<file path="config.mk">
export PLATFORM = sky130hd
export DESIGN_NAME = re_map_scheduler
export DESIGN_NICKNAME = d
export VERILOG_FILES = /design/src/rtl/re_map_pkg.sv /design/src/rtl/re_map_cfg_check.sv /design/src/rtl/re_map_scheduler.sv
export SDC_FILE = /design/constraint.sdc
export NUM_CORES = 1
export LEC_CHECK = 0
export CORE_ASPECT_RATIO = 0.75
export CORE_MARGIN = 2
export CORE_UTILIZATION = 51
export DETAILED_ROUTE_END_ITERATION = 10
export PLACE_DENSITY = 0.83
export SLEW_MARGIN = 25
export SYNTH_ARGS = -nofsm -noshare
export SYNTH_HDL_FRONTEND = slang
export SYNTH_HIERARCHICAL = 1
export SYNTH_SLANG_ARGS = --single-unit
</file>
<file path="constraint.sdc">
create_clock -name CLK_RE -period 5.08 [get_ports CLK_RE]
set_input_delay 1.016 -clock CLK_RE [delete_from_list [all_inputs] [get_ports CLK_RE]]
set_output_delay 1.016 -clock CLK_RE [all_outputs]
set_load 0.02 [all_outputs]
</file>
<file path="src/rtl/re_map_pkg.sv">
// Shared types and constants for the PUSCH RE-map scheduler.
// State enum, grid sizing and address width.
package re_map_pkg;

  typedef enum logic [2:0] {
    IDLE,
    SETUP,
    MAP,
    SYM_END,
    DONE
  } state_e;

  localparam int TOTAL_SC = 1200;
  localparam int N_SYM    = 14;
  localparam int SC_W     = 11;
  localparam int SYM_W    = 4;
  localparam int ADDR_W   = SYM_W + SC_W;

endpackage

</file>
<file path="src/rtl/re_map_cfg_check.sv">
// Combinational validity check of a slot allocation.
// In: n_sc, n_rb, sym_start, sym_end. Out: cfg_ok.
module re_map_cfg_check
  import re_map_pkg::*;
#(
  parameter int Total_Sc = TOTAL_SC
) (
  input  logic [10:0] n_sc,
  input  logic [6:0]  n_rb,
  input  logic [3:0]  sym_start,
  input  logic [3:0]  sym_end,
  output logic        cfg_ok
);

  logic [12:0] re_end;

  assign re_end = 13'(n_sc)
                + {3'b000, n_rb, 3'b000}
                + {4'b0000, n_rb, 2'b00};

  assign cfg_ok = (n_rb != 7'd0)
               && (re_end <= 13'(Total_Sc))
               && (sym_end >= sym_start)
               && (sym_end <= 4'(N_SYM - 1));

endmodule

</file>
<file path="src/rtl/re_map_scheduler.sv">
// Slot sequencer: walks symbols, pulls DMRS/FFT samples, writes grid.
// Ports: cfg/Start/Abort in, DMRS+FFT valid/ready, grid write + status out.
module re_map_scheduler
  import re_map_pkg::*;
#(
  parameter int FFT_Len  = 18,
  parameter int DMRS_Len = 9,
  parameter int Total_Sc = TOTAL_SC
) (
  input  logic                       CLK_RE,
  input  logic                       RST_RE,
  input  logic                       Start,
  input  logic                       Abort,
  input  logic [10:0]                Cfg_N_sc,
  input  logic [6:0]                 Cfg_N_rb,
  input  logic [3:0]                 Cfg_Sym_Start,
  input  logic [3:0]                 Cfg_Sym_End,
  input  logic [13:0]                Cfg_Dmrs_Mask,
  input  logic signed [DMRS_Len-1:0] Dmrs_I,
  input  logic signed [DMRS_Len-1:0] Dmrs_Q,
  input  logic                       Dmrs_Valid,
  output logic                       Dmrs_Ready,
  input  logic signed [FFT_Len-1:0]  Fft_I,
  input  logic signed [FFT_Len-1:0]  Fft_Q,
  input  logic                       Fft_Valid,
  output logic                       Fft_Ready,
  output logic                       Sym_Req,
  output logic                       Sym_Is_Dmrs,
  output logic [3:0]                 Sym_Idx,
  output logic                       Grid_We,
  output logic [ADDR_W-1:0]          Grid_Addr,
  output logic signed [FFT_Len-1:0]  RE_Real,
  output logic signed [FFT_Len-1:0]  RE_Imj,
  output logic                       Sym_Done,
  output logic                       Slot_Done,
  output logic                       Busy,
  output logic                       Cfg_Err
);

  state_e state_q, state_d;

  logic [3:0]  sym_q;
  logic [3:0]  sym_end_q;
  logic [10:0] k_q;
  logic [10:0] n_sc_q;
  logic [10:0] len_m1_q;
  logic [13:0] mask_q;
  logic        cfg_err_q;

  logic        cfg_ok;
  logic [10:0] cfg_len;
  logic        is_dmrs;
  logic        in_map;
  logic        dmrs_fire;
  logic        fft_fire;
  logic        gap_wr;
  logic        wr;
  logic        last_re;
  logic        start_ok;
  logic        start_bad;
  logic [10:0] sc_addr;

  logic signed [FFT_Len-1:0] dmrs_i_ext;
  logic signed [FFT_Len-1:0] dmrs_q_ext;
  logic signed [FFT_Len-1:0] re_i_d;
  logic signed [FFT_Len-1:0] re_q_d;

  re_map_cfg_check #(
    .Total_Sc (Total_Sc)
  ) u_cfg_check (
    .n_sc      (Cfg_N_sc),
    .n_rb      (Cfg_N_rb),
    .sym_start (Cfg_Sym_Start),
    .sym_end   (Cfg_Sym_End),
    .cfg_ok    (cfg_ok)
  );

  assign cfg_len = {1'b0, Cfg_N_rb, 3'b000}
                 + {2'b00, Cfg_N_rb, 2'b00};

  assign is_dmrs = mask_q[sym_q];
  assign in_map  = (state_q == MAP);

  // Ready comes from registered state and k only.
  assign Dmrs_Ready = in_map & is_dmrs & ~k_q[0];
  assign Fft_Ready  = in_map & ~is_dmrs;

  assign dmrs_fire = Dmrs_Valid & Dmrs_Ready;
  assign fft_fire  = Fft_Valid & Fft_Ready;
  // Odd k of a DMRS symbol writes a zero without a handshake.
  assign gap_wr    = in_map & is_dmrs & k_q[0];
  assign wr        = dmrs_fire | fft_fire | gap_wr;
  assign last_re   = (k_q == len_m1_q);

  assign start_ok  = (state_q == IDLE) & Start & ~Abort & cfg_ok;
  assign start_bad = (state_q == IDLE) & Start & ~Abort & ~cfg_ok;

  assign sc_addr    = n_sc_q + k_q;
  assign dmrs_i_ext = FFT_Len'(Dmrs_I);
  assign dmrs_q_ext = FFT_Len'(Dmrs_Q);

  always_ff @(posedge CLK_RE or posedge RST_RE) begin
    if (RST_RE) state_q <= IDLE;
    else        state_q <= state_d;
  end

  always_comb begin
    state_d = state_q;
    if (Abort) begin
      state_d = IDLE;
    end else begin
      unique case (state_q)
        IDLE:    if (start_ok) state_d = SETUP;
        SETUP:   state_d = MAP;
        MAP:     if (wr && last_re) state_d = SYM_END;
        SYM_END: state_d = (sym_q == sym_end_q) ? DONE : SETUP;
        DONE:    state_d = IDLE;
        default: state_d = IDLE;
      endcase
    end
  end

  always_ff @(posedge CLK_RE or posedge RST_RE) begin
    if (RST_RE) begin
      sym_q     <= '0;
      sym_end_q <= '0;
      k_q       <= '0;
      n_sc_q    <= '0;
      len_m1_q  <= '0;
      mask_q    <= '0;
      cfg_err_q <= 1'b0;
    end else begin
      cfg_err_q <= start_bad;
      if (Abort) begin
        sym_q     <= '0;
        sym_end_q <= '0;
        k_q       <= '0;
        n_sc_q    <= '0;
        len_m1_q  <= '0;
        mask_q    <= '0;
      end else begin
        if (start_ok) begin
          sym_q     <= Cfg_Sym_Start;
          sym_end_q <= Cfg_Sym_End;
          n_sc_q    <= Cfg_N_sc;
          len_m1_q  <= cfg_len - 11'd1;
          mask_q    <= Cfg_Dmrs_Mask;
        end
        unique case (state_q)
          SETUP: k_q <= '0;
          MAP:   if (wr) k_q <= k_q + 11'd1;
          SYM_END:
            if (sym_q != sym_end_q) sym_q <= sym_q + 4'd1;
          DONE:  sym_q <= '0;
          default: ;
        endcase
      end
    end
  end

  always_comb begin
    re_i_d = '0;
    re_q_d = '0;
    unique case (1'b1)
      dmrs_fire: begin
        re_i_d = dmrs_i_ext;
        re_q_d = dmrs_q_ext;
      end
      fft_fire: begin
        re_i_d = Fft_I;
        re_q_d = Fft_Q;
      end
      default: ;
    endcase
  end

  always_ff @(posedge CLK_RE or posedge RST_RE) begin
    if (RST_RE) begin
      Grid_We   <= 1'b0;
      Grid_Addr <= '0;
      RE_Real   <= '0;
      RE_Imj    <= '0;
    end else begin
      Grid_We <= wr & ~Abort;
      if (wr && !Abort) begin
        Grid_Addr <= {sym_q, sc_addr};
        RE_Real   <= re_i_d;
        RE_Imj    <= re_q_d;
      end
    end
  end

  assign Sym_Req     = (state_q == SETUP);
  assign Sym_Is_Dmrs = Sym_Req & is_dmrs;
  assign Sym_Idx     = sym_q;
  assign Sym_Done    = (state_q == SYM_END);
  assign Slot_Done   = (state_q == DONE);
  assign Busy        = (state_q != IDLE);
  assign Cfg_Err     = cfg_err_q;

endmodule
</file>
# Word-level counts from Yosys, hierarchy flattened
# Index checks and enable logic that the tools add are counted.
dict set report totals {
  regBits 111
  in_bits 100
  out_inout_bits 64
}
dict set report op_classes {
  add_sub_neg 7
  magnitude_cmp 4
  eq_ne 10
  n_mux 24
  bitwise_logic 18
  n_reduce_logical 13
}
# cell count
set ops {}
lappend ops {{18-bit case mux with 2 select lines} 2}
lappend ops {{11-bit 2-to-1 mux} 6}
lappend ops {{14-bit 2-to-1 mux} 2}
lappend ops {{11-bit case mux with 2 select lines} 1}
lappend ops {{4-bit 2-to-1 mux} 5}
lappend ops {{13-bit by 9-bit adder with 13-bit output} 1}
lappend ops {{13-bit by 11-bit less-or-equal comparator with 1-bit output (second input constant)} 1}
lappend ops {{11-bit by 10-bit adder with 12-bit output} 1}
lappend ops {{1-bit bitwise AND} 12}
lappend ops {{3-bit 2-to-1 mux} 4}
lappend ops {{3-bit case mux with 4 select lines} 1}
lappend ops {{10-bit by 9-bit adder with 11-bit output} 1}
lappend ops {{11-bit by 1-bit adder with 11-bit output (second input constant)} 1}
lappend ops {{11-bit adder} 1}
lappend ops {{11-bit == test} 1}
lappend ops {{11-bit by 1-bit subtractor with 11-bit output (second input constant)} 1}
lappend ops {{4-bit case mux with 2 select lines} 1}
lappend ops {{7-bit nonzero test} 1}
lappend ops {{3-bit by 2-bit == test with 1-bit output (second input constant)} 2}
lappend ops {{3-bit by 2-bit inequality test with 1-bit output (second input constant)} 2}
lappend ops {{3-bit nonzero test} 2}
lappend ops {{1-bit logical AND} 5}
lappend ops {{4-bit by 5-bit < comparator with 1-bit output (second input constant)} 1}
lappend ops {{4-bit by 1-bit adder with 4-bit output (second input constant)} 1}
lappend ops {{other kinds (15)} 20}

# Logic depth before layout (Yosys ltp)
# Gate-level depths: netlist of run 1.
dict set report logic_depth {
  ltp_word 11
  depth_mapped 16
  ltp_nobuf 15
}

# Cells and area by module
# The synthesis of run 1 kept the hierarchy.
# module instances cells_per_inst area_per_inst_um2
set by_module_without_submodules {}
lappend by_module_without_submodules {re_map_scheduler 1 681 6252.2}
lappend by_module_without_submodules {re_map_cfg_check 1 63 581.8}

# Worst setup path before layout of run 1
# No wires, ideal clock.
dict set report synth_timing {
  path_kind {input to register}
  start {input Cfg_N_sc[3]}
  end {register len_m1_q[9]}
  setup_time_ns 0.125
  arrival_ns 3.962
  t_required_ns 4.955
  path_slack_ns 0.994
  cell_stages 15
  path_buffers 1
  path_cell_list {fa_1 ha_1 inv_1 fa_1 inv_1 a21o_1 a41o_1 xnor2_1 o211ai_1 a2111oi_2 and4_1 clkbuf_1 nor3b_1 a311oi_1 nand2_1}
}
dict set report synth_between {
  elab_chain_cells 8
}
# element line_no
set synth_lines {}
lappend synth_lines {{start: declaration} re_map_scheduler.sv:14} ;# input logic [10:0] Cfg_N_sc,
lappend synth_lines {{11-bit by 10-bit adder with 12-bit output} re_map_cfg_check.sv:18} ;# + {3'b000, n_rb, 3'b000}
lappend synth_lines {{13-bit by 9-bit adder with 13-bit output} re_map_cfg_check.sv:19} ;# + {4'b0000, n_rb, 2'b00};
lappend synth_lines {{13-bit by 11-bit less-or-equal comparator with 1-bit output} re_map_cfg_check.sv:22} ;# && (re_end <= 13'(Total_Sc))
lappend synth_lines {{1-bit logical AND} re_map_cfg_check.sv:22}
lappend synth_lines {{1-bit logical AND} re_map_cfg_check.sv:23} ;# && (sym_end >= sym_start)
lappend synth_lines {{1-bit logical AND} re_map_cfg_check.sv:24} ;# && (sym_end <= 4'(N_SYM - 1));
lappend synth_lines {{net cfg_ok} re_map_scheduler.sv:50} ;# logic cfg_ok;
lappend synth_lines {{1-bit bitwise AND} re_map_scheduler.sv:95} ;# assign start_ok = (state_q == IDLE) & Start & ~Abort & cfg_ok;
lappend synth_lines {{2-bit nonzero test (no line)} -}
lappend synth_lines {{end signal: assignment} re_map_scheduler.sv:146} ;# len_m1_q <= cfg_len - 11'd1;
lappend synth_lines {{end: declaration} re_map_scheduler.sv:46} ;# logic [10:0] len_m1_q;
# The timed path passes the listed nets, and every way through them passes these cells.
# A chain may end at the register's enable or synchronous reset.

# Worst setup path in the final report of run 1
dict set report layout_timing {
  start {input Cfg_N_rb[1]}
  end {register sym_q[0] (netlist: Sym_Idx[0])}
}
dict set report layout_between {
  elab_chain_cells 11
  word_cells_on_any_way 12
}
# element line_no
set layout_lines {}
lappend layout_lines {{start: declaration} re_map_scheduler.sv:15} ;# input logic [6:0] Cfg_N_rb,
lappend layout_lines {{11-bit by 10-bit adder with 12-bit output} re_map_cfg_check.sv:18}
lappend layout_lines {{13-bit by 9-bit adder with 13-bit output} re_map_cfg_check.sv:19}
lappend layout_lines {{13-bit by 11-bit less-or-equal comparator with 1-bit output} re_map_cfg_check.sv:22}
lappend layout_lines {{1-bit logical AND *} re_map_cfg_check.sv:22}
lappend layout_lines {{1-bit logical AND *} re_map_cfg_check.sv:23}
lappend layout_lines {{1-bit logical AND *} re_map_cfg_check.sv:24}
lappend layout_lines {{net cfg_ok} re_map_scheduler.sv:50}
lappend layout_lines {{1-bit bitwise AND *} re_map_scheduler.sv:95}
lappend layout_lines {{4-bit 2-to-1 mux *} re_map_scheduler.sv:142} ;# if (start_ok) begin
lappend layout_lines {{4-bit 2-to-1 mux} re_map_scheduler.sv:153} ;# if (sym_q != sym_end_q) sym_q <= sym_q + 4'd1;
lappend layout_lines {{4-bit case mux with 2 select lines *} re_map_scheduler.sv:149} ;# unique case (state_q)
lappend layout_lines {{4-bit 2-to-1 mux *} re_map_scheduler.sv:134} ;# if (Abort) begin
lappend layout_lines {{end signal: assignment} re_map_scheduler.sv:143} ;# sym_q <= Cfg_Sym_Start;
lappend layout_lines {{end signal: assignment} re_map_scheduler.sv:153}
lappend layout_lines {{end: declaration} re_map_scheduler.sv:42} ;# logic [3:0] sym_q;
# The timed path passes the listed nets; every way through them passes the cells marked *.

==> results of run 1 <==
## state kept, by name, indices dropped and copies added (netlist names)
signal / count
state_q: 3
Sym_Idx: 4
RE_Imj: 18
sym_end_q: 4
Grid_Addr: 15
Grid_We: 1
mask_q: 14
Cfg_Err: 1
k_q: 11
n_sc_q: 11
len_m1_q: 10
RE_Real: 18
## power by group
part / internal (mW) / switching, mW
logic: 0.530 / 0.557
registers: 1.05 / 0.0988
clock network: 0.343 / 0.314
## cells in the final DEF, fill, tap and decap left out, types with 3 or more instances in the layout
| cell type | synthesis | final |
|---|---|---|
| sky130_fd_sc_hd__nor3_2 | 3 | 3 |
| sky130_fd_sc_hd__o21bai_1 | 4 | 4 |
| sky130_fd_sc_hd__nor4b_1 | 3 | 3 |
| sky130_fd_sc_hd__nand3b_1 | 39 | 39 |
| sky130_fd_sc_hd__and2_1 | 6 | 5 |
| sky130_fd_sc_hd__xor2_1 | 13 | 13 |
| sky130_fd_sc_hd__a21o_1 | 11 | 11 |
| sky130_fd_sc_hd__nor4_1 | 6 | 6 |
| sky130_fd_sc_hd__fa_1 | 9 | 9 |
| sky130_fd_sc_hd__ha_1 | 39 | 39 |
| sky130_fd_sc_hd__nor3_1 | 10 | 10 |
| sky130_fd_sc_hd__a31oi_1 | 39 | 39 |
| sky130_fd_sc_hd__xnor2_1 | 26 | 26 |
| sky130_fd_sc_hd__nor2_1 | 77 | 77 |
| sky130_fd_sc_hd__clkbuf_16 | 0 | 9 |
| sky130_fd_sc_hd__buf_4 | 0 | 12 |
| sky130_fd_sc_hd__clkinvlp_4 | 0 | 3 |
| sky130_fd_sc_hd__or2_2 | 4 | 4 |
| sky130_fd_sc_hd__nand2_1 | 99 | 99 |
| sky130_fd_sc_hd__nand3_1 | 11 | 11 |
| sky130_fd_sc_hd__nor3b_1 | 4 | 4 |
| sky130_fd_sc_hd__mux4_2 | 3 | 3 |
| sky130_fd_sc_hd__nor2b_1 | 5 | 5 |
| sky130_fd_sc_hd__mux2_2 | 16 | 16 |
| sky130_fd_sc_hd__clkdlybuf4s50_1 | 0 | 163 |
| sky130_fd_sc_hd__o21ai_0 | 16 | 16 |
| sky130_fd_sc_hd__mux2i_1 | 5 | 4 |
| sky130_fd_sc_hd__nand2b_1 | 4 | 4 |
| sky130_fd_sc_hd__nand4_1 | 7 | 7 |
| sky130_fd_sc_hd__inv_1 | 38 | 37 |
| sky130_fd_sc_hd__a21oi_1 | 60 | 60 |
| sky130_fd_sc_hd__dfrtp_1 | 110 | 110 |
| sky130_fd_sc_hd__o211ai_1 | 3 | 3 |
## cell type report
class,count,area [um^2]
Inverter,38,145
Clock inverter,5,36.3
Tap cell,171,214
Clock buffer,10,239
Timing Repair Buffer,176,1740
Sequential cell,110,2750
Fill cell,1080,4150
Multi-Input combinational cell,552,3740
## cell usage after synthesis (14+ instances only)
cell	number
sky130_fd_sc_hd__a21oi_1	60
sky130_fd_sc_hd__a31oi_1	39
sky130_fd_sc_hd__buf_2	14
sky130_fd_sc_hd__clkbuf_1	22
sky130_fd_sc_hd__dfrtp_1	110
sky130_fd_sc_hd__ha_1	39
sky130_fd_sc_hd__inv_1	38
sky130_fd_sc_hd__mux2_2	16
sky130_fd_sc_hd__nand2_1	99
sky130_fd_sc_hd__nand3b_1	39
sky130_fd_sc_hd__nor2_1	77
sky130_fd_sc_hd__o21ai_0	16
sky130_fd_sc_hd__xnor2_1	26
## metrics by stage
step	hold WS (ps)	worst slack, ps	power (mW)
after floorplan	474	994	1.74
after global placement	490	312	2.22
after detailed placement	486	162	2.25
after CTS	502	497	2.91
after global routing	529	264	3.05
final	501	455	2.89
## worst max path at each step
stage	start	to	slack [ps]	depth (start not counted)
after floorplan	Cfg_N_sc[3]	len_m1_q[9]	990	15
after global placement	Cfg_N_rb[1]	Sym_Idx[1]	310	15
after detailed placement	Cfg_N_rb[1]	Sym_Idx[1]	160	15
after CTS	Cfg_N_rb[1]	Sym_Idx[1]	500	15
after global routing	Cfg_N_rb[1]	Sym_Idx[1]	260	15
final	Cfg_N_rb[1]	Sym_Idx[0]	450	15
## routing by layer
| metal | part of all wire (%) | up-vias | wire (um) | global-route usage, % |
|---|---|---|---|---|
| li1 | - | 2867 | - | - |
| met1 | 47 | 2778 | 8000 | 34.5 |
| met2 | 46 | 157 | 7780 | 37.7 |
| met3 | 5.9 | 21 | 1010 | 4.73 |
| met4 | 1.4 | 0 | 246 | 5.45 |
| met5 | 0 | - | 0 | 0 |
## cell families after synthesis
kind of cell,share of synthesized area (%)
adders and majority gates,9.78
muxes,4.78
AOI/OAI and AO/OA,13.5
and+or+nand+nor,21.4
xor gates and xnor gates,5.00
buffers and inverters,5.20
DFF,40.3
## worst register-to-register path: cells and delay by family, from the launching register on
family                 cells  cell delay [ps]
muxes                      4             1880
DFF                        1              680
buffers and inverters      1              500
and+or+nand+nor            1               90
AOI/OAI and AO/OA          1              150
==> flow_metrics.env, run 1 <==
export IMPL_drt_first_iter_violations=445
export IMPL_avgRoutedWirePerCell_um=16.0
export IMPL_layoutNonFillerInstCount=1062
export IMPL_cts_sink_count=110
export IMPL_hold_path_class="register to register"
export IMPL_yosysTopAreaCell="sky130_fd_sc_hd__dfrtp_1"
export IMPL_critPathKind="input port to register"
export IMPL_synth_top_cells_by_area="sky130_fd_sc_hd__dfrtp_1 40%, sky130_fd_sc_hd__ha_1 7.1%, sky130_fd_sc_hd__nand2_1 5.4%"
export IMPL_avgSynthCellArea_um2=9.19
export IMPL_synth_cell_area_um2=6830
export IMPL_timing_final_hold_violations=0
export IMPL_rsz0062_at_grt="no"
export IMPL_dp_cells=1047
export IMPL_critPathSlowestCell="sky130_fd_sc_hd__fa_1"
export IMPL_tightestPinTransition_ps=890
export IMPL_whs_path_depth=1
export IMPL_ant_nets=0
export IMPL_cellLeakagePower_nw=4.02
export IMPL_h_tree_depth=3
export IMPL_place_congestion=0.930
export IMPL_clk_insertion_delay_late_ps=340
export IMPL_totalWireLength_um=17000
export IMPL_cp_arrival_ps=4890
export IMPL_synth_async_reset_ratio_pct=100
export IMPL_worst_setup_path_end_kind="register"
export IMPL_design_die_area_um2=14400
export IMPL_power_density_nw_per_um2=326
export IMPL_finalSetupViolCount=0
export IMPL_drt_vias_per_instance=5.48
export IMPL_groute_usage_overall_pct=24.1
export IMPL_grt_pass1_vias=5677
export IMPL_root_buffer="sky130_fd_sc_hd__clkbuf_16"
export IMPL_whs_endpoint="Grid_Addr[9]"
export IMPL_cts_reportedPaths_clkPinSlew_ps=70
export IMPL_tritoncts="yes"
export IMPL_synthDistinctLibCells=58
export IMPL_floorplan_initialDensity_pct=52.5
export IMPL_cts_hold_buf=0
export IMPL_core_um2=13000
export IMPL_run_status="finished clean"
export IMPL_worst_r2r_startpoint="Sym_Idx[0]"
export IMPL_hold_path_startpoint="Grid_Addr[9]"
export IMPL_cp_top_family="compound AO/OA/AOI/OAI gates"
export IMPL_achievable_frequency_mhz=216
export IMPL_final_net_count=1035
export IMPL_yosys_most_used_dff="sky130_fd_sc_hd__dfrtp_1"
export IMPL_synth_edff_count=0
export IMPL_syn_nets=892
export IMPL_rrSetupSlack_ps=1700
export IMPL_area_growth_pct=29.8
export IMPL_grt_first_pass_wirelength_um=27800
export IMPL_synth_seq_area_share_pct=40.3
export IMPL_cts_resized=0
export IMPL_fin_worst_skew_ps=6.30
export IMPL_worst_slew_margin_rel_pct=39.4
export IMPL_timing_max_transition_violations_final=0
export IMPL_start_kind="input port"
export IMPL_period_minus_slack_ps=4630
export IMPL_crit_path_max_fanout=10
export IMPL_grt_antenna_before_repair=0
export IMPL_die_h_um=104
export IMPL_placement_cell_area_um2=8590
export IMPL_critical_path_max_stage_delay_ps=550
export IMPL_rows=36
export IMPL_chipWidth_um=138
export IMPL_cap_viol_max_count=0
export IMPL_detailedRoute_firstPassIterationCount=5
export IMPL_io_pins=164
export IMPL_drc=0
export IMPL_cts_repair_timing_setup_buffer_count=0
export IMPL_worstPathCellList="clkdlybuf4s50_1 > fa_1 > ha_1 > inv_1 > fa_1 > inv_1 > a21o_1 > a41o_1 > xnor2_1 > o211ai_1 > a2111oi_2 > and4_1 > buf_4 > o211ai_1 > a21oi_1"
export IMPL_rr_endpoint="RE_Real[6]"
export IMPL_final_design_area_no_fill_um2=8870
export IMPL_grt_ovfl_total=0
export IMPL_count_of_synthesis_stage_warnings_from_yosys=6
export IMPL_timing_final_crit_share_pct=91.1
export IMPL_detailed_place_hpwl_um=12500
export IMPL_pin_count_of_the_biggest_net_entering_global_routing=55
export IMPL_power_ir_vdd_worst_uv=243
export IMPL_synth_top_area_share_pct=40.3
export IMPL_cts_buffer_depth=2
export IMPL_worst_r2r_path_depth=7
export IMPL_routed_via_count=5823
export IMPL_required_ps=5340
export IMPL_postSynthCellCount=744
export IMPL_final_layout_size_suffix_gt1_share_pct=7.74
export IMPL_io_buffer_count=163
export IMPL_setup_tns_final_ps=0
export IMPL_synth_seq_cells=110
export IMPL_diodes=0
export IMPL_tritoncts_num_buffers=9
export IMPL_critPathBufInv=4
export IMPL_final_core_util_pct=68.1
Power figures use the tool's default switching activity.
==> inputs of run 2 (changes only) <==
--- a/config.mk
+++ b/config.mk
@@ -9,7 +9,7 @@
 export CORE_MARGIN = 2
 export CORE_UTILIZATION = 51
 export DETAILED_ROUTE_END_ITERATION = 10
-export PLACE_DENSITY = 0.83
+export PLACE_DENSITY = 0.82
 export SLEW_MARGIN = 25
 export SYNTH_ARGS = -nofsm -noshare
 export SYNTH_HDL_FRONTEND = slang
==> constraint.sdc (replaced) <==
create_clock -name CLK_RE -period 5 [get_ports CLK_RE]
set_input_delay 1 -clock CLK_RE [delete_from_list [all_inputs] [get_ports CLK_RE]]
set_output_delay 1 -clock CLK_RE [all_outputs]
set_load 0.02 [all_outputs]
==> flow_metrics.env, run 2 (synthesis results as in run 1) <==
export IMPL_run_status="finished clean"
export IMPL_whs_endpoint="Grid_Addr[9]"
export IMPL_worst_r2r_startpoint="Sym_Idx[0]"
export IMPL_layout_commonest_cell="sky130_fd_sc_hd__clkdlybuf4s50_1"
export IMPL_avgRoutedWirePerCell_um=16.2
export IMPL_rr_endpoint="Grid_Addr[13]"
export IMPL_hold_path_startpoint="Grid_Addr[9]"
export IMPL_cts_buffer_depth=2
export IMPL_period_minus_slack_ps=4550
export IMPL_rrSetupSlack_ps=1760
export IMPL_chipWidth_um=138
export IMPL_start_kind="input port"
export IMPL_core_um2=13000
export IMPL_rsz0062_at_grt="no"
export IMPL_rows=36
export IMPL_worst_slew_margin_rel_pct=53.1
export IMPL_place_congestion=0.925
export IMPL_detailedRoute_firstPassIterationCount=5
export IMPL_critPathSlowestCell="sky130_fd_sc_hd__fa_1"
export IMPL_h_tree_depth=3
export IMPL_worst_r2r_path_depth=6
export IMPL_fin_total_pwr_mw=3.01
export IMPL_hold_path_class="register to register"
export IMPL_ant_nets=0
export IMPL_area_growth_pct=30.2
export IMPL_timing_final_crit_share_pct=91.0
export IMPL_worst_hold_slack_ps=509
export IMPL_io_pins=164
export IMPL_power_density_nw_per_um2=338
export IMPL_grt_antenna_before_repair=0
export IMPL_cts_sink_count=110
export IMPL_cp_arrival_ps=4820
export IMPL_worst_setup_path_end_kind="register"
export IMPL_tightestPinTransition_ps=704
export IMPL_power_ir_vdd_worst_uv=321
export IMPL_design_die_area_um2=14400
export IMPL_critical_path_max_stage_delay_ps=560
export IMPL_required_ps=5270
export IMPL_cellLeakagePower_nw=4.04
export IMPL_totalWireLength_um=17200
export IMPL_fin_worst_skew_ps=9.90
export IMPL_final_layout_size_suffix_gt1_share_pct=7.63
export IMPL_final_net_count=1035
export IMPL_routed_via_count=5850
export IMPL_finalSetupViolCount=0
export IMPL_tritoncts_num_buffers=9
export IMPL_layout_top_registers="RE_Imj (18), RE_Real (18), Grid_Addr (15)"
export IMPL_crit_path_max_fanout=18
export IMPL_drt_vias_per_instance=5.51
export IMPL_timing_final_hold_violations=0
export IMPL_achievable_frequency_mhz=220
export IMPL_cts_resized=0
export IMPL_placement_cell_area_um2=8590
export IMPL_clk_insertion_delay_late_ps=350
export IMPL_final_design_area_no_fill_um2=8900
export IMPL_mostFrequentLayoutCells="163 x sky130_fd_sc_hd__clkdlybuf4s50_1, 110 x sky130_fd_sc_hd__dfrtp_1, 99 x sky130_fd_sc_hd__nand2_1"
export IMPL_drt_first_iter_violations=562
export IMPL_cts_hold_buf=0
export IMPL_grt_pass1_vias=5707
export IMPL_detailedPlace_worstSlack_ps=130
export IMPL_drc=0
export IMPL_root_buffer="sky130_fd_sc_hd__clkbuf_16"
export IMPL_floorplan_initialDensity_pct=52.5
export IMPL_cap_viol_max_count=0
export IMPL_cts_repair_timing_setup_buffer_count=0
export IMPL_io_buffer_count=163
export IMPL_pin_count_of_the_biggest_net_entering_global_routing=78
export IMPL_groute_usage_overall_pct=24.5
export IMPL_detailed_place_hpwl_um=12700
export IMPL_tritoncts="yes"
export IMPL_diodes=0
export IMPL_grt_first_pass_wirelength_um=28500
export IMPL_timing_max_transition_violations_final=0
export IMPL_die_h_um=104
export IMPL_post_route_worst_setup_slack_ps=451
export IMPL_setup_tns_final_ps=0
export IMPL_cts_reportedPaths_clkPinSlew_ps=70
export IMPL_critPathKind="input port to register"
export IMPL_worstPathCellList="clkdlybuf4s50_1 > fa_1 > ha_1 > inv_1 > fa_1 > inv_1 > a21o_1 > a41o_1 > xnor2_1 > o211ai_1 > a2111oi_2 > and4_1 > buf_4 > o211ai_1 > a21oi_1"
export IMPL_whs_path_depth=1
export IMPL_grt_ovfl_total=0
[run 2: cell types whose count changed in the layout (fill, tap and decap cells not counted)]
cell | previous run | this run
sky130_fd_sc_hd__clkinv_2 | 1 | 0
sky130_fd_sc_hd__inv_8 | 0 | 1
sky130_fd_sc_hd__inv_6 | 0 | 2
sky130_fd_sc_hd__bufinv_16 | 0 | 1
sky130_fd_sc_hd__and2_2 | 1 | 0
sky130_fd_sc_hd__and2_1 | 5 | 6
sky130_fd_sc_hd__inv_4 | 1 | 0
sky130_fd_sc_hd__clkinvlp_4 | 3 | 1
[run 2: how the worst max path moves through the flow]
stage	endpoint	slack [ps]	startpoint	cells past startpoint
after global placement	Sym_Idx[0]	250	Cfg_N_rb[1]	15
after detailed placement	Sym_Idx[0]	130	Cfg_N_rb[1]	15
after CTS	Sym_Idx[0]	470	Cfg_N_rb[1]	15
after floorplan	len_m1_q[9]	930	Cfg_N_sc[3]	15
final	Sym_Idx[0]	450	Cfg_N_rb[1]	15
after global routing	Sym_Idx[0]	70	Cfg_N_rb[1]	15
[run 2: area by class of cell]
class / instances / area, um^2
clock buffers: 10 / 239
flip-flops and latches: 110 / 2750
repair buffers: 176 / 1740
multi-input cells: 552 / 3740
fillers: 1057 / 4120
well taps: 171 / 214
clock inverters: 5 / 66.3
inverters: 38 / 148
[run 2: worst max-delay path: cells and delay by family]
kind            cells  cell delay, ps
compound gates      6            1150
simple gates        1             440
buf+inv             4             960
xor+xnor            1             120
fa+ha+maj           3            1130
[run 2: stage by stage]
stage,util (%),instances
final,68.4,1062
after global routing,68.4,1062
after CTS,68.3,1062
after detailed placement,66.0,1047
after global placement,66.0,1047
after floorplan,-,744
[run 2: where the power goes]
group	total [mW]	leakage (nW)	switching [mW]	internal (mW)
Clock	0.736	0.147	0.330	0.406
Combinational	1.10	2.42	0.567	0.538
Sequential	1.17	1.48	0.101	1.07
[run 2: layer usage]
layer | wire length, um | GRT usage [%] | vias up
li1 | - | - | 2874
met1 | 7810 | 35.2 | 2743
met2 | 7840 | 38.2 | 208
met3 | 1230 | 4.58 | 25
met4 | 282 | 6.26 | 0
met5 | 0 | 0 | -
==> inputs of run 3 (changes only) <==
--- a/config.mk
+++ b/config.mk
@@ -5,6 +5,7 @@
 export SDC_FILE = /design/constraint.sdc
 export NUM_CORES = 1
 export LEC_CHECK = 0
+export ABC_AREA = 1
 export CORE_ASPECT_RATIO = 0.75
 export CORE_MARGIN = 2
 export CORE_UTILIZATION = 51
==> flow_metrics.env, run 3 <==
export IMPL_run_status="finished clean"
export IMPL_grt_first_pass_wirelength_um=29700
export IMPL_worst_slew_margin_rel_pct=48.3
export IMPL_crit_path_max_fanout=7
export IMPL_whs_endpoint="RE_Imj[3]"
export IMPL_yosys_most_used_dff="sky130_fd_sc_hd__dfrtp_1"
export IMPL_cp_arrival_ps=4360
export IMPL_place_congestion=0.866
export IMPL_synth_top_cells_by_area="sky130_fd_sc_hd__dfrtp_1 40%, sky130_fd_sc_hd__nand2_1 17%, sky130_fd_sc_hd__ha_1 7.1%"
export IMPL_cts_reportedPaths_clkPinSlew_ps=70
export IMPL_cts_repair_timing_setup_buffer_count=0
export IMPL_clk_insertion_delay_late_ps=350
export IMPL_die_h_um=104
export IMPL_whs_path_depth=2
export IMPL_critPathKind="input port to register"
export IMPL_worst_setup_path_end_kind="register"
export IMPL_diodes=0
export IMPL_power_share_combinational_pct=33.9
export IMPL_final_net_count=1203
export IMPL_achievable_frequency_mhz=245
export IMPL_totalWireLength_um=18200
export IMPL_layoutNonFillerInstCount=1231
export IMPL_detailed_place_hpwl_um=13600
export IMPL_routed_via_count=6454
export IMPL_grt_pass1_vias=5962
export IMPL_avgSynthCellArea_um2=7.61
export IMPL_final_layout_size_suffix_gt1_share_pct=4.43
export IMPL_rr_endpoint="RE_Imj[5]"
export IMPL_cts_buffer_depth=2
export IMPL_synth_most_common_cell="sky130_fd_sc_hd__nand2_1"
export IMPL_period_minus_slack_ps=4090
export IMPL_fin_worst_skew_ps=11.3
export IMPL_layout_commonest_cell="sky130_fd_sc_hd__nand2_1"
export IMPL_cts_hold_buf=0
export IMPL_rows=36
export IMPL_grt_antenna_before_repair=0
export IMPL_core_um2=13100
export IMPL_synth_async_reset_ratio_pct=100
export IMPL_layout_top_registers="RE_Imj (18), RE_Real (18), Grid_Addr (15)"
export IMPL_area_growth_pct=30.0
export IMPL_postSynthCellCount=903
export IMPL_hold_path_startpoint="RE_Imj[3]"
export IMPL_power_density_nw_per_um2=307
export IMPL_p_seq_share_pct=38.5
export IMPL_root_buffer="sky130_fd_sc_hd__clkbuf_16"
export IMPL_timing_final_crit_share_pct=81.8
export IMPL_synth_seq_area_share_pct=40.1
export IMPL_mostFrequentLayoutCells="306 x sky130_fd_sc_hd__nand2_1, 163 x sky130_fd_sc_hd__clkdlybuf4s50_1, 110 x sky130_fd_sc_hd__dfrtp_1"
export IMPL_synth_simple_gate_area_share_pct=27.3
export IMPL_portion_of_total_power_attributed_to_the_clock_network_pct=27.6
export IMPL_cellLeakagePower_nw=4.37
export IMPL_avgRoutedWirePerCell_um=14.8
export IMPL_synthXorXnorAreaFrac_pct=3.32
export IMPL_rsz0062_at_grt="no"
export IMPL_io_buffer_count=163
export IMPL_critical_path_max_stage_delay_ps=580
export IMPL_drc=0
export IMPL_cap_viol_max_count=0
export IMPL_area_fraction_in_compound_gates_after_synthesis_pct=10.8
export IMPL_required_ps=5280
export IMPL_cp_common_cell="sky130_fd_sc_hd__inv_1"
export IMPL_power_ir_vdd_worst_uv=237
export IMPL_rrSetupSlack_ps=2120
export IMPL_worstPathCellList="clkdlybuf4s50_1 > fa_1 > ha_1 > inv_1 > fa_1 > inv_1 > nand2_1 > nand3_1 > nand3_1 > nand2_1 > nand3_1 > a21oi_2 > inv_1 > nor2_2 > nor2_1 > inv_1 > nor2_1 > a21oi_1 > nand2_1 > nor2_1"
export IMPL_tritoncts_num_buffers=9
export IMPL_synth_edff_count=0
export IMPL_finalSetupViolCount=0
export IMPL_drt_vias_per_instance=5.24
export IMPL_tritoncts="yes"
export IMPL_cts_sink_count=110
export IMPL_count_of_synthesis_stage_warnings_from_yosys=6
export IMPL_design_die_area_um2=14400
export IMPL_final_core_util_pct=68.4
export IMPL_fin_total_pwr_mw=2.74
export IMPL_synth_top_area_share_pct=40.1
export IMPL_p_switching_mw=0.944
export IMPL_largest_family_of_logic_cells_by_synthesized_area="simple AND/OR/NAND/NOR gates"
export IMPL_synth_fa_ha_area_share_pct=9.73
export IMPL_cellInternalPower_mw=1.80
export IMPL_cts_resized=0
export IMPL_dp_cells=1215
export IMPL_synth_cell_area_um2=6870
export IMPL_yosysTopAreaCell="sky130_fd_sc_hd__dfrtp_1"
export IMPL_hold_path_class="register to register"
export IMPL_grt_ovfl_total=0
export IMPL_timing_max_transition_violations_final=0
export IMPL_synthDistinctLibCells=37
export IMPL_worst_r2r_startpoint="Sym_Idx[0]"
export IMPL_detailedRoute_firstPassIterationCount=7
export IMPL_cp_top_family="adder cells"
export IMPL_h_tree_depth=3
export IMPL_synth_seq_cells=110
export IMPL_critPathBufInv=5
export IMPL_groute_usage_overall_pct=25.7
export IMPL_post_synth_most_frequent_cells="306 x sky130_fd_sc_hd__nand2_1, 110 x sky130_fd_sc_hd__dfrtp_1, 107 x sky130_fd_sc_hd__inv_1"
export IMPL_chipWidth_um=138
export IMPL_timing_final_hold_violations=0
export IMPL_nFillCells=1089
export IMPL_tightestPinTransition_ps=773
export IMPL_synth_area_mux_share_pct=0
export IMPL_drt_first_iter_violations=535
export IMPL_ant_nets=0
export IMPL_syn_nets=1051
export IMPL_start_kind="input port"
export IMPL_switching_share_pct=34.4
export IMPL_worst_r2r_path_depth=12
export IMPL_floorplan_initialDensity_pct=52.6
export IMPL_pin_count_of_the_biggest_net_entering_global_routing=45
export IMPL_critPathSlowestCell="sky130_fd_sc_hd__fa_1"
export IMPL_setup_tns_final_ps=0
export IMPL_io_pins=164
-- run 3: kinds of logic (layout without fill, tap and decap cells) --
kind of cell / count (synthesis) / count (layout)
AOI/OAI and AO/OA: 133 / 133
and+or+nand+nor: 444 / 444
buffers and inverters: 142 / 299
xor gates and xnor gates: 26 / 26
adders and majority gates: 48 / 48
DFF: 110 / 110
-- run 3: how the worst max path moves through the flow --
stage                            from          end  slack [ps]  cells after the start
after floorplan                RST_RE      Cfg_Err        1100                      1
after global placement    Cfg_N_rb[0]    mask_q[0]         700                     18
after global routing      Cfg_N_rb[0]  len_m1_q[9]         600                     17
after detailed placement  Cfg_N_rb[0]  len_m1_q[9]         560                     17
after CTS                 Cfg_N_rb[0]   state_q[0]         950                     20
final                     Cfg_N_rb[0]   state_q[0]         910                     20
-- run 3: layer usage --
metal  global-route usage, %  up-vias  routed length (um)
li1                        -     3200                   -
met1                    39.6     2988                8770
met2                    37.2      236                7930
met3                    4.63       30                1280
met4                    6.27        0                 265
met5                       0        -                   0
-- run 3: power by group through the flow --
stage                     Combinational (mW)  Clock, mW  Sequential, mW
after detailed placement               0.925          0            1.07
final                                  0.929      0.756            1.06
after floorplan                        0.464          0            1.15
after CTS                              0.929      0.769            1.06
after global placement                 0.907          0            1.07
after global routing                    1.03      0.799            1.07
-- run 3: area by class of cell --
type,instances,area (um^2),share of cell area (%)
sequential,110,2750,30.8
inverter,111,422,4.72
tap,171,214,2.40
clock inverter,5,65.1,0.729
multi-input combinational,651,3520,39.5
clock buffer,11,253,2.83
timing repair buffer,172,1700,19.0
-- run 3: per-stage QoR --
stage               hold WS, ps  instance area (um^2)  setup slack, ps
global placement            460                  8610              705
detailed placement          466                  8610              565
CTS                         484                  8930              950
global route                503                  8930              598
floorplan                   469                  6870             1100
finish                      478                  8930              912
-- run 3: worst register-to-register path, cell delays in order (launching register included) --
cell                      delay (ps)
sky130_fd_sc_hd__dfrtp_1         630
sky130_fd_sc_hd__inv_2           220
sky130_fd_sc_hd__nand2_1         110
sky130_fd_sc_hd__nand3_1          90
sky130_fd_sc_hd__nand3_1         120
sky130_fd_sc_hd__nand3_2         110
sky130_fd_sc_hd__nand2_2         120
sky130_fd_sc_hd__nand3_2          90
sky130_fd_sc_hd__nand2_2         130
sky130_fd_sc_hd__nand2_2         460
sky130_fd_sc_hd__inv_4           550
sky130_fd_sc_hd__nand2_1         120
sky130_fd_sc_hd__nand2_1          80
